File: src/rtl/usb_pkt_serializer.sv
// USB packet-body serializer: PID, token fields, payload and CRC5/CRC16 as one
// LSB-first bit stream with valid/ready backpressure.
module usb_pkt_serializer #(
    parameter int  MAX_BYTES = 8,
    localparam int BW        = $clog2(MAX_BYTES + 1)
) (
    input  logic                   clock,
    input  logic                   reset_n,
    input  logic                   start,
    input  logic [1:0]             pkt_type,
    input  logic [3:0]             pid,
    input  logic [6:0]             addr,
    input  logic [3:0]             endp,
    input  logic [BW-1:0]          num_bytes,
    input  logic [8*MAX_BYTES-1:0] data,
    output logic                   out_bit,
    output logic                   out_valid,
    input  logic                   out_ready,
    output logic                   out_last,
    output logic                   busy,
    output logic                   done
);

    localparam int DW = 8 * MAX_BYTES;
    localparam int CW = (DW > 16) ? $clog2(DW) : 4;

    localparam logic [2:0] S_IDLE    = 3'd0;
    localparam logic [2:0] S_PID     = 3'd1;
    localparam logic [2:0] S_FIELD   = 3'd2;
    localparam logic [2:0] S_PAYLOAD = 3'd3;
    localparam logic [2:0] S_CRC     = 3'd4;

    localparam logic [1:0] K_HS   = 2'd0;
    localparam logic [1:0] K_TOK  = 2'd1;
    localparam logic [1:0] K_DATA = 2'd2;

    logic [2:0]    state_q,   state_d;
    logic [1:0]    kind_q,    kind_d;
    logic [BW-1:0] nbytes_q,  nbytes_d;
    logic [CW-1:0] bit_q,     bit_d;
    logic [7:0]    pid_sr_q,  pid_sr_d;
    logic [10:0]   fld_sr_q,  fld_sr_d;
    logic [DW-1:0] data_sr_q, data_sr_d;
    logic [4:0]    crc5_q,    crc5_d;
    logic [15:0]   crc16_q,   crc16_d;
    logic          done_q,    done_d;

    logic xfer;
    logic pid_end;
    logic fld_end;
    logic pay_end;
    logic crc_end;

    // Serial CRC updates, data presented LSB first
    function automatic logic [4:0] crc5_step(input logic [4:0] c, input logic b);
        logic fb;
        fb = b ^ c[4];
        return {c[3:0], 1'b0} ^ (fb ? 5'b00101 : 5'b00000);
    endfunction

    function automatic logic [15:0] crc16_step(input logic [15:0] c, input logic b);
        logic fb;
        fb = b ^ c[15];
        return {c[14:0], 1'b0} ^ (fb ? 16'h8005 : 16'h0000);
    endfunction

    always_comb begin
        busy      = (state_q != S_IDLE);
        out_valid = busy;
        done      = done_q;
        xfer      = out_valid & out_ready;

        pid_end = (bit_q == CW'(7));
        fld_end = (bit_q == CW'(10));
        pay_end = (32'(bit_q) == ((32'(nbytes_q) << 3) - 32'd1));
        crc_end = (bit_q == ((kind_q == K_TOK) ? CW'(4) : CW'(15)));

        // CRC is sent by shifting the remainder out MSB first, complemented
        case (state_q)
            S_PID:     out_bit = pid_sr_q[0];
            S_FIELD:   out_bit = fld_sr_q[0];
            S_PAYLOAD: out_bit = data_sr_q[0];
            S_CRC:     out_bit = (kind_q == K_TOK) ? ~crc5_q[4] : ~crc16_q[15];
            default:   out_bit = 1'b0;
        endcase

        out_last = ((state_q == S_PID) && (kind_q == K_HS) && pid_end) ||
                   ((state_q == S_CRC) && crc_end);
    end

    always_comb begin
        state_d   = state_q;
        kind_d    = kind_q;
        nbytes_d  = nbytes_q;
        bit_d     = bit_q;
        pid_sr_d  = pid_sr_q;
        fld_sr_d  = fld_sr_q;
        data_sr_d = data_sr_q;
        crc5_d    = crc5_q;
        crc16_d   = crc16_q;
        done_d    = 1'b0;

        case (state_q)
            S_IDLE: begin
                if (start) begin
                    case (pkt_type)
                        2'd1:    kind_d = K_TOK;
                        2'd2:    kind_d = K_DATA;
                        default: kind_d = K_HS;
                    endcase
                    nbytes_d  = (num_bytes > BW'(MAX_BYTES)) ? BW'(MAX_BYTES) : num_bytes;
                    pid_sr_d  = {~pid, pid};
                    fld_sr_d  = {endp, addr};
                    data_sr_d = data;
                    crc5_d    = '1;
                    crc16_d   = '1;
                    bit_d     = '0;
                    state_d   = S_PID;
                end
            end
            S_PID: begin
                if (xfer) begin
                    pid_sr_d = pid_sr_q >> 1;
                    if (pid_end) begin
                        bit_d = '0;
                        case (kind_q)
                            K_TOK:   state_d = S_FIELD;
                            K_DATA:  state_d = (nbytes_q == '0) ? S_CRC : S_PAYLOAD;
                            default: begin
                                state_d = S_IDLE;
                                done_d  = 1'b1;
                            end
                        endcase
                    end else begin
                        bit_d = bit_q + 1'b1;
                    end
                end
            end
            S_FIELD: begin
                if (xfer) begin
                    fld_sr_d = fld_sr_q >> 1;
                    crc5_d   = crc5_step(crc5_q, fld_sr_q[0]);
                    if (fld_end) begin
                        bit_d   = '0;
                        state_d = S_CRC;
                    end else begin
                        bit_d = bit_q + 1'b1;
                    end
                end
            end
            S_PAYLOAD: begin
                if (xfer) begin
                    data_sr_d = data_sr_q >> 1;
                    crc16_d   = crc16_step(crc16_q, data_sr_q[0]);
                    if (pay_end) begin
                        bit_d   = '0;
                        state_d = S_CRC;
                    end else begin
                        bit_d = bit_q + 1'b1;
                    end
                end
            end
            S_CRC: begin
                if (xfer) begin
                    if (kind_q == K_TOK) begin
                        crc5_d = {crc5_q[3:0], 1'b1};
                    end else begin
                        crc16_d = {crc16_q[14:0], 1'b1};
                    end
                    if (crc_end) begin
                        bit_d   = '0;
                        state_d = S_IDLE;
                        done_d  = 1'b1;
                    end else begin
                        bit_d = bit_q + 1'b1;
                    end
                end
            end
            default: begin
                state_d = S_IDLE;
            end
        endcase
    end

    always_ff @(posedge clock or negedge reset_n) begin
        if (!reset_n) begin
            state_q   <= S_IDLE;
            kind_q    <= K_HS;
            nbytes_q  <= '0;
            bit_q     <= '0;
            pid_sr_q  <= '0;
            fld_sr_q  <= '0;
            data_sr_q <= '0;
            crc5_q    <= '1;
            crc16_q   <= '1;
            done_q    <= 1'b0;
        end else begin
            state_q   <= state_d;
            kind_q    <= kind_d;
            nbytes_q  <= nbytes_d;
            bit_q     <= bit_d;
            pid_sr_q  <= pid_sr_d;
            fld_sr_q  <= fld_sr_d;
            data_sr_q <= data_sr_d;
            crc5_q    <= crc5_d;
            crc16_q   <= crc16_d;
            done_q    <= done_d;
        end
    end

endmodule

File: config.mk
export PLATFORM = sky130hd
export DESIGN_NAME = usb_pkt_serializer
export DESIGN_NICKNAME = d
export VERILOG_FILES = /design/src/rtl/usb_pkt_serializer.sv
export SDC_FILE = /design/constraint.sdc
export NUM_CORES = 1
export LEC_CHECK = 0
export CAP_MARGIN = 10
export CORE_MARGIN = 5
export CORE_UTILIZATION = 40
export CTS_BUF_LIST = sky130_fd_sc_hd__clkbuf_4 sky130_fd_sc_hd__clkbuf_8
export CTS_CLUSTER_DIAMETER = 40
export DETAILED_ROUTE_END_ITERATION = 6
export GPL_TIMING_DRIVEN = 0
export SLEW_MARGIN = 20
export SYNTH_ARGS = -nofsm -noshare
export SYNTH_HDL_FRONTEND = slang
export SYNTH_SLANG_ARGS = --single-unit
File: constraint.sdc
create_clock -name clock -period 2.5 [get_ports clock]
set_input_delay 0.5 -clock clock [delete_from_list [all_inputs] [get_ports clock]]
set_output_delay 0.5 -clock clock [all_outputs]
set_load 0.005 [all_outputs]
==> results of run 1 <==
worst max-delay path: cells and delay by family (launching register included):
family                     cells  cell delay (ns)
DFF                            1             0.40
and+or+nand+nor                1             0.47
adders and majority gates      1             0.15
AOI/OAI and AO/OA              2             0.58
buffers and inverters          2             0.19
timing repair:
action,CTS,global route
setup endpoints to repair,4,34
pin swaps,2,2
hold buffers,0,0
resized for setup,21,7
buffers inserted,9,4
cell usage after synthesis, types with 2 or more instances:
cell / instances
nand2_1: 121
o21ai_0: 107
dfrtp_1: 99
mux2i_1: 76
nor2_1: 27
clkbuf_1: 22
dfstp_2: 21
buf_2: 15
a21oi_1: 12
inv_1: 9
nand2b_1: 8
ha_1: 7
mux2_2: 7
xnor2_1: 7
nor3_1: 6
a21boi_0: 4
nor2b_1: 4
a31oi_1: 3
buf_1: 3
mux2_4: 3
nand3_1: 3
nor3b_1: 3
o31ai_1: 3
xor2_1: 3
a22oi_1: 2
and2_1: 2
o22ai_1: 2
or3_1: 2
cells in the final DEF, fill, tap and decap left out, types with 4 or more instances in the layout:
master	instances
a21boi_0	4
a21oi_1	12
buf_2	13
buf_4	15
clkbuf_1	19
clkbuf_8	19
clkdlybuf4s50_1	87
clkinv_2	7
dfrtp_1	97
dfstp_2	21
ha_1	6
inv_1	8
mux2_2	7
mux2i_1	76
nand2_1	120
nand2b_1	8
nor2_1	26
nor3_1	6
o21ai_0	107
xnor2_1	7
cells by family (layout without fill, tap and decap cells):
logic type	Yosys count	after routing	share of synthesized area, %
AO/OA/AOI/OAI	144	144	13.8
XOR/XNOR	10	10	1.47
adder cells (fa/ha/maj)	7	7	1.47
buffers and inverters	51	185	3.72
flip-flops	120	120	50.9
multiplexers	86	86	14.9
AND/OR/NAND/NOR	186	186	13.7
power by group through the flow:
| stage | combinational, uW | sequential, uW | clock [uW] |
|---|---|---|---|
| 4_1_cts | 3980 | 3480 | 1610 |
| 3_5_place_dp | 3820 | 3500 | 0 |
| 5_1_grt | 4570 | 3600 | 1690 |
| 6_report | 3990 | 3480 | 1560 |
| 2_1_floorplan | 2820 | 3350 | 0 |
| 3_3_place_gp | 3680 | 3450 | 0 |
through the flow:
step / total power (uW) / setup slack, ns / util [%] / cells / hold WS, ns
global route: 9870 / -0.333 / 52.4 / 922 / 0.129
detailed placement: 7320 / -0.396 / 49.1 / 881 / 0.470
CTS: 9070 / -0.244 / 52.1 / 918 / 0.105
finish: 9030 / -0.223 / 52.4 / 922 / 0.0839
floorplan: 6170 / 0.214 / - / 604 / 0.204
global placement: 7130 / -3.70 / 48.9 / 880 / 0.460
per-layer routing:
metal  routed length (um)  vias to the layer above  track usage, %
met5                    0                        -               0
met3                  578                       17            4.58
met1                 6710                     2234            22.6
met4                  224                        0            6.06
li1                     -                     2317               -
met2                 6570                       94            26.1
sequential cells by signal (all words and copies together), names as in the netlist:
register and cells:
fld_sr_q 11, nbytes_q 4, crc16_q 16, pid_sr_q 8, bit_q 6, kind_q 2
crc5_q 5, done 1, data_sr_q 64, state_q 3
layout make-up:
| cell class | count | area, um2 |
|---|---|---|
| buffer | 40 | 199 |
| clock buffer | 20 | 263 |
| clock inverter | 10 | 81.3 |
| fill | 1326 | 6910 |
| inverter | 9 | 33.8 |
| multi-input combinational | 433 | 2740 |
| sequential | 120 | 3030 |
| tap | 184 | 230 |
| timing repair buffer | 106 | 1040 |
worst paths after layout:
check | start | to | slack [ns] | depth (start not counted)
max in group asynchronous | reset_n | crc5_q[0] | 1.66 | 2
worst min-delay path | reset_n | data_sr_q[50] | 0.08 | 1
worst max register to register | kind_q[1] | state_q[2] | 0.09 | 8
worst min register to register | crc16_q[4] | crc16_q[4] | 0.48 | 2
min in group clock | crc16_q[4] | crc16_q[4] | 0.48 | 2
worst max-delay path | kind_q[1] | out_last | -0.22 | 6
==> metrics.yaml, run 1 <==
sta:
  rsz0062_at_grt: "yes"
  fmax_mhz: 367
  post-route-min-period_ns: 2.72
  maxSlewHeadroom_pct: 52.4
  tightest_slew_ns: 0.714
  setup_tns_ns: -0.223
  finClkSkew_ns: 0.00776
  finalSetupViolCount: 1
  finalHoldViolations: 0
  fin_crit_sh_pct: 109
  worst_slack_ns: -0.223
  drv_slew: 0
logic_synthesis:
  syn-cell-area_um2: 5950
  synth_fp_nets: 700
  yosysSeqAreaShare_pct: 50.9
  synthCells: 604
  synth-edff-count: 0
  synth-seq-cells: 120
  synth_warnings: 0
  synth.distinct_cells: 51
  synthArstFlopShare_pct: 100
  synth_area_leaders: "dfrtp_1 (42%), mux2i_1 (13%), dfstp_2 (9.3%), o21ai_0 (9.0%), nand2_1 (7.6%)"
  syn_area_per_cell_um2: 9.85
  yosysTopAreaCell: "dfrtp_1"
  yosys.area.top_type_share_pct: 41.6
  synth_flop_cell: "dfrtp_1"
clock_network:
  clockBufferDepth: 2
  cts_tree: "built"
  cts.sinks: 120
  insertion_delay_ns: 0.43
  clkTransAtPathRegs_ns: 0.07
  htree_levels: 4
  root_buffer: "clkbuf_8"
  cts_buffers: 17
route:
  avgRoutedWirePerCell_um: 15.3
  wirelength_um: 14100
  drtAntennaViolNets: 0
  avgViaCountPerCell: 5.06
  drt_first_pass_iters: 4
  first_iter_violations: 209
  route.detailed.drc: 0
  via_count: 4662
finish:
  area_growth_pct: 28.1
  final_cell_area_um2: 7620
  nNetsFinal: 823
  drive_above_1_share_pct: 15.6
  antenna_cells: 0
placement:
  dp_hpwl_um: 9920
  io_buffers: 92
  post_dp_cell_area_um2: 7130
  finalWeightedCongestion: 0.794
worst_setup_path:
  critPathLaunchType: "register"
  worstPathRequired_ns: 2.00
  worstSetupPathType: "reg2out"
  crit_chain: "inv_2 -> ha_4 -> or4b_4 -> a2111oi_4 -> a32o_2 -> buf_2"
  crit_arrival_ns: 2.22
  crit_slowest_cell: "or4b_4"
  critical_path.max_stage_delay_ns: 0.47
  cp-end-kind: "output port"
  critPathMaxFanout: 3
power:
  p_sw_share_pct: 39.0
  share_comb_of_total_power_pct: 44.2
  internal_power_uw: 5510
  p_switching_uw: 3520
  power_leakage_uw: 0.00315
  power_density_nw_per_um2: 1190
  ir_drop_mv: 0.565
  power_frac_clock_pct: 17.3
  share_seq_of_total_power_pct: 38.5
floorplanning:
  ios: 94
  die_h_um: 132
  start_util_pct: 40.9
  rows: 44
  die_w_um: 132
  dieArea_um2: 17400
  core_area_um2: 14500
grt:
  track_usage_pct: 16.8
  grt_pass1_wl_um: 24400
  grt_max_degree: 76
  antenna_found_initial: 0
  first_global_vias: 5003
  overflow: 0
min_path:
  worstHoldPathType: "in2async"
job:
  cap_violations: 0
run_status:
  failed_checks: "negative setup slack"
  outcome: "finished, violations left"
Note: power is estimated with default switching activity, not from simulation.
==> inputs of run 2 (changes only) <==
--- a/config.mk
+++ b/config.mk
@@ -7,11 +7,12 @@
 export LEC_CHECK = 0
 export CAP_MARGIN = 10
 export CORE_MARGIN = 5
-export CORE_UTILIZATION = 40
+export CORE_UTILIZATION = 45
 export CTS_BUF_LIST = sky130_fd_sc_hd__clkbuf_4 sky130_fd_sc_hd__clkbuf_8
 export CTS_CLUSTER_DIAMETER = 40
 export DETAILED_ROUTE_END_ITERATION = 6
 export GPL_TIMING_DRIVEN = 0
+export PLACE_DENSITY = 0.71
 export SLEW_MARGIN = 20
 export SYNTH_ARGS = -nofsm -noshare
 export SYNTH_HDL_FRONTEND = slang
==> metrics.yaml, run 2 (synthesized netlist as in run 1, its figures left out) <==
route:
  drt_first_pass_iters: 6
  drtAntennaViolNets: 0
  route.detailed.drc: 0
  avgRoutedWirePerCell_um: 14.7
  avgViaCountPerCell: 5.27
  first_iter_violations: 321
  wirelength_um: 13400
  via_count: 4809
finish:
  layoutNonFillerInstCount: 912
  final_cell_mix: "nand2_1 (120), o21ai_0 (107), dfrtp_1 (97)"
  final_common_cell: "nand2_1"
  largestRegisters: "data_sr_q (64), crc16_q (16), fld_sr_q (11)"
  largest_reg_flops: 64
  multi_input_area_um2: 2730
  regArea_um2: 3030
  nFillCells: 1087
  antenna_cells: 0
  top_register: "data_sr_q"
  nNetsFinal: 819
  drive_above_1_share_pct: 15.1
  utilization_pct: 58.4
  area_growth_pct: 28.5
placement:
  io_buffers: 92
  dp_cells: 873
  finalWeightedCongestion: 0.842
  dp_hpwl_um: 9630
run_status:
  outcome: "finished, violations left"
  failed_checks: "negative setup slack"
sta:
  finalHoldViolations: 0
  fmax_mhz: 371
  maxSlewHeadroom_pct: 45.9
  finalSetupViolCount: 1
  rsz0062_at_grt: "yes"
  drv_slew: 0
  finClkSkew_ns: 0.0112
  fin_crit_sh_pct: 108
  worst_slack_ns: -0.198
  post-route-min-period_ns: 2.70
  tightest_slew_ns: 0.810
grt:
  grt_pass1_wl_um: 22900
  first_global_vias: 4810
  antenna_found_initial: 0
  overflow: 0
  grt_max_degree: 72
  track_usage_pct: 17.7
power:
  ir_drop_mv: 0.737
  power_density_nw_per_um2: 1200
  power_leakage_uw: 0.00314
  total_power_uw: 9200
clock_network:
  clkTransAtPathRegs_ns: 0.07
  root_buffer: "clkbuf_8"
  htree_levels: 4
  cts.sinks: 120
  cts_buffers: 17
  cts_tree: "built"
  clockBufferDepth: 2
  insertion_delay_ns: 0.44
worst_setup_path:
  worstPathRequired_ns: 2.00
  crit_arrival_ns: 2.20
  worstSetupPathType: "reg2out"
  critPathMaxFanout: 2
  critPathLaunchType: "register"
  cp-end-kind: "output port"
min_path:
  worstHoldPathType: "reg2reg"
floorplanning:
  rows: 42
  start_util_pct: 45.5
  die_w_um: 125
  dieArea_um2: 15600
  core_area_um2: 13100
  die_h_um: 125
  ios: 94
job:
  cap_violations: 0
==> run 2: cell count changes in the layout (fill, tap and decap cells not counted), sizes merged <==
cell,previous run,this run
clkinv,8,4
buf,35,30
dlygate4sd2,2,0
clkinvlp,1,5
clkbuf,41,42
bufinv,1,3
clkdlybuf4s50,87,88
dlygate4sd3,0,1
==> run 2: final cells by class <==
type | instances | area share (%)
buffer | 40 | 2.65
clock buffer | 20 | 3.44
clock inverter | 12 | 1.98
inverter | 9 | 0.442
multi-input combinational | 433 | 35.7
sequential | 120 | 39.7
tap | 176 | 2.88
timing repair buffer | 102 | 13.2
==> run 2: report_power, final <==
part | total (uW) | leakage (uW) | switching [uW] | internal [uW]
clock | 1800 | 0.000198 | 769 | 1030
combinational | 3920 | 0.00148 | 2220 | 1700
sequential | 3480 | 0.00146 | 516 | 2960
==> run 2: worst paths after layout <==
kind / slack (ns) / cells after the start / to / startpoint
worst max-delay path: -0.20 / 6 / out_last / kind_q[1]
worst min-delay path: 0.48 / 2 / crc16_q[4] / crc16_q[4]
worst max register to register: 0.14 / 8 / state_q[1] / kind_q[1]
worst min register to register: 0.48 / 2 / crc16_q[4] / crc16_q[4]
max in group asynchronous: 1.18 / 3 / crc5_q[1] / reset_n
min in group asynchronous: 0.59 / 2 / data_sr_q[48] / reset_n
==> run 2: metal layers <==
metal / vias up / GRT usage, % / wire length [um]
li1: 2318 / - / -
met1: 2341 / 23.8 / 6140
met5: - / 0 / 0
met4: 0 / 5.42 / 149
met2: 131 / 27.2 / 6380
met3: 19 / 5.93 / 731
==> run 2: per-stage QoR <==
| stage | instance area, um2 | setup TNS, ns | setup WS (ns) | hold WS (ns) |
|---|---|---|---|---|
| after global placement | 7090 | -402.32 | -3.56 | 0.460 |
| after floorplan | 5950 | 0 | 0.214 | 0.204 |
| after CTS | 7630 | -0.225 | -0.225 | 0.485 |
| after global routing | 7640 | -0.296 | -0.296 | 0.503 |
| final | 7640 | -0.198 | -0.198 | 0.478 |
| after detailed placement | 7120 | -7.19 | -0.388 | 0.470 |
==> run 2: what timing repair did <==
action | in CTS | in global routing
setup endpoints to repair | 4 | 24
setup buffers | 7 | 1
hold buffers | 1 | 0
cloned | 0 | 0
hold endpoints to repair | 23 | 0
pin swaps | 2 | 1
gates resized for setup | 19 | 9
==> run 2: critical path, cell delays in order (launching register included) <==
cell	delay, ns
dfrtp_1	0.39
inv_2	0.08
ha_4	0.13
or4b_4	0.47
a2111oi_4	0.39
a32o_2	0.19
buf_2	0.11
==> inputs of run 3 (changes only) <==
--- a/config.mk
+++ b/config.mk
@@ -11,8 +11,9 @@
 export CTS_BUF_LIST = sky130_fd_sc_hd__clkbuf_4 sky130_fd_sc_hd__clkbuf_8
 export CTS_CLUSTER_DIAMETER = 40
 export DETAILED_ROUTE_END_ITERATION = 6
+export DONT_BUFFER_PORTS = 1
 export GPL_TIMING_DRIVEN = 0
-export PLACE_DENSITY = 0.71
+export PLACE_DENSITY = 0.66
 export SLEW_MARGIN = 20
 export SYNTH_ARGS = -nofsm -noshare
 export SYNTH_HDL_FRONTEND = slang
==> metrics.yaml, run 3 (synthesized netlist as in run 1, its figures left out) <==
run_status:
  outcome: "finished, violations left"
  failed_checks: "negative hold slack, negative setup slack"
worst_setup_path:
  critPathLaunchType: "register"
  worst_r2r_endpoint: "state_q[2]"
  worstPathRequired_ns: 2.00
  rrSetupSlack_ns: 0.16
  worstSetupPathType: "reg2out"
  crit_arrival_ns: 2.06
  critPathMaxFanout: 2
  cp-end-kind: "output port"
  r2r_start: "kind_q[1]"
  reg2regPathDepth: 8
route:
  via_count: 4369
  first_iter_violations: 287
  drtAntennaViolNets: 0
  avgRoutedWirePerCell_um: 15.3
  route.detailed.drc: 0
  drt_first_pass_iters: 4
  avgViaCountPerCell: 5.35
  wirelength_um: 12500
sta:
  whs_ns: -0.243
  finalSetupViolCount: 1
  rsz0062_at_grt: "yes"
  finClkSkew_ns: 0.00810
  drv_slew: 0
  fin_crit_sh_pct: 103
  worst_slack_ns: -0.0634
  tightest_slew_ns: 0.546
  post-route-min-period_ns: 2.56
  maxSlewHeadroom_pct: 63.1
  fmax_mhz: 390
  finalHoldViolations: 120
grt:
  antenna_found_initial: 0
  grt_max_degree: 121
  grt_pass1_wl_um: 21500
  first_global_vias: 4458
  track_usage_pct: 16.6
  overflow: 0
clock_network:
  cts_tree: "built"
  insertion_delay_ns: 0.43
  clkTransAtPathRegs_ns: 0.07
  root_buffer: "clkbuf_8"
  clockBufferDepth: 2
  cts_buffers: 17
  htree_levels: 4
  cts.sinks: 120
floorplanning:
  core_area_um2: 13100
  die_h_um: 125
  start_util_pct: 45.5
  dieArea_um2: 15600
  rows: 42
  ios: 94
  die_w_um: 125
finish:
  area_growth_pct: 11.9
  final_cell_area_um2: 6660
  nNetsFinal: 723
  final_common_cell: "nand2_1"
  final_cell_mix: "nand2_1 (121), o21ai_0 (107), dfrtp_1 (99)"
  largestRegisters: "data_sr_q (64), crc16_q (16), fld_sr_q (11)"
  nFillCells: 1196
  largest_reg_flops: 64
  top_register: "data_sr_q"
  antenna_cells: 0
  drive_above_1_share_pct: 15.9
job:
  cap_violations: 0
placement:
  finalWeightedCongestion: 0.791
  post_dp_cell_area_um2: 6170
  io_buffers: 0
  dp_hpwl_um: 8980
power:
  total_power_uw: 8860
  power_leakage_uw: 0.00275
  power_density_nw_per_um2: 1330
  ir_drop_mv: 0.614
min_path:
  worstHoldPathType: "in2async"
==> run 3: per-layer routing <==
metal	wire length (um)	part of all wire, %	global-route usage (%)	vias up
met1	5680	45	21.3	2095
met3	741	5.9	5.54	19
met4	207	1.7	5.55	0
met2	5880	47	26.6	131
li1	-	-	-	2124
met5	0	0	0	-
==> run 3: how the worst max path moves through the flow <==
stage                   start    endpoint  depth (start not counted)
floorplan           kind_q[1]  state_q[0]                          7
CTS                 kind_q[1]    out_last                          5
global placement    kind_q[1]  state_q[2]                          7
detailed placement  kind_q[1]  state_q[0]                          7
global route        kind_q[1]    out_last                          5
finish              kind_q[1]    out_last                          5
==> run 3: per-stage QoR <==
stage | std cells | utilization (%) | setup TNS [ns] | worst slack, ns
after floorplan | 604 | - | 0 | 0.214
final | 816 | 50.9 | -0.0634 | -0.0634
after CTS | 816 | 50.7 | -0.0792 | -0.0792
after global placement | 780 | 47.2 | 0 | 0.0446
after detailed placement | 780 | 47.2 | 0 | 0.0287
after global routing | 816 | 50.9 | -0.149 | -0.149
==> run 3: timing repair <==
item                                   CTS  global route
setup endpoints to repair                1            60
gates resized for setup                  4             8
gates cloned                             0             0
endpoints found under the hold margin  120           120
buffers inserted                         4             0
pin swaps                                2             0
==> run 3: area by class of cell <==
class	count	area [um2]	share of cell area, %
Multi-Input combinational cell	433	2730	41.0
Sequential cell	120	3030	45.5
Timing Repair Buffer	4	30.0	0.451
Buffer	42	189	2.84
Inverter	9	33.8	0.508
Clock buffer	20	275	4.14
Tap cell	176	220	3.31
Clock inverter	12	148	2.22
==> run 3: power by group <==
part / switching, uW / internal [uW] / leakage (uW)
sequential: 507 / 2960 / 0.00146
clock: 772 / 1060 / 0.000215
combinational: 2110 / 1450 / 0.00107
total: 3390 / 5470 / 0.00275
==> run 3: worst max-delay path: stages, from the launching register on <==
cell       delay, ns
dfrtp_1         0.39
inv_2           0.08
ha_4            0.14
or4b_4          0.47
a2111oi_4       0.35
a32o_2          0.21
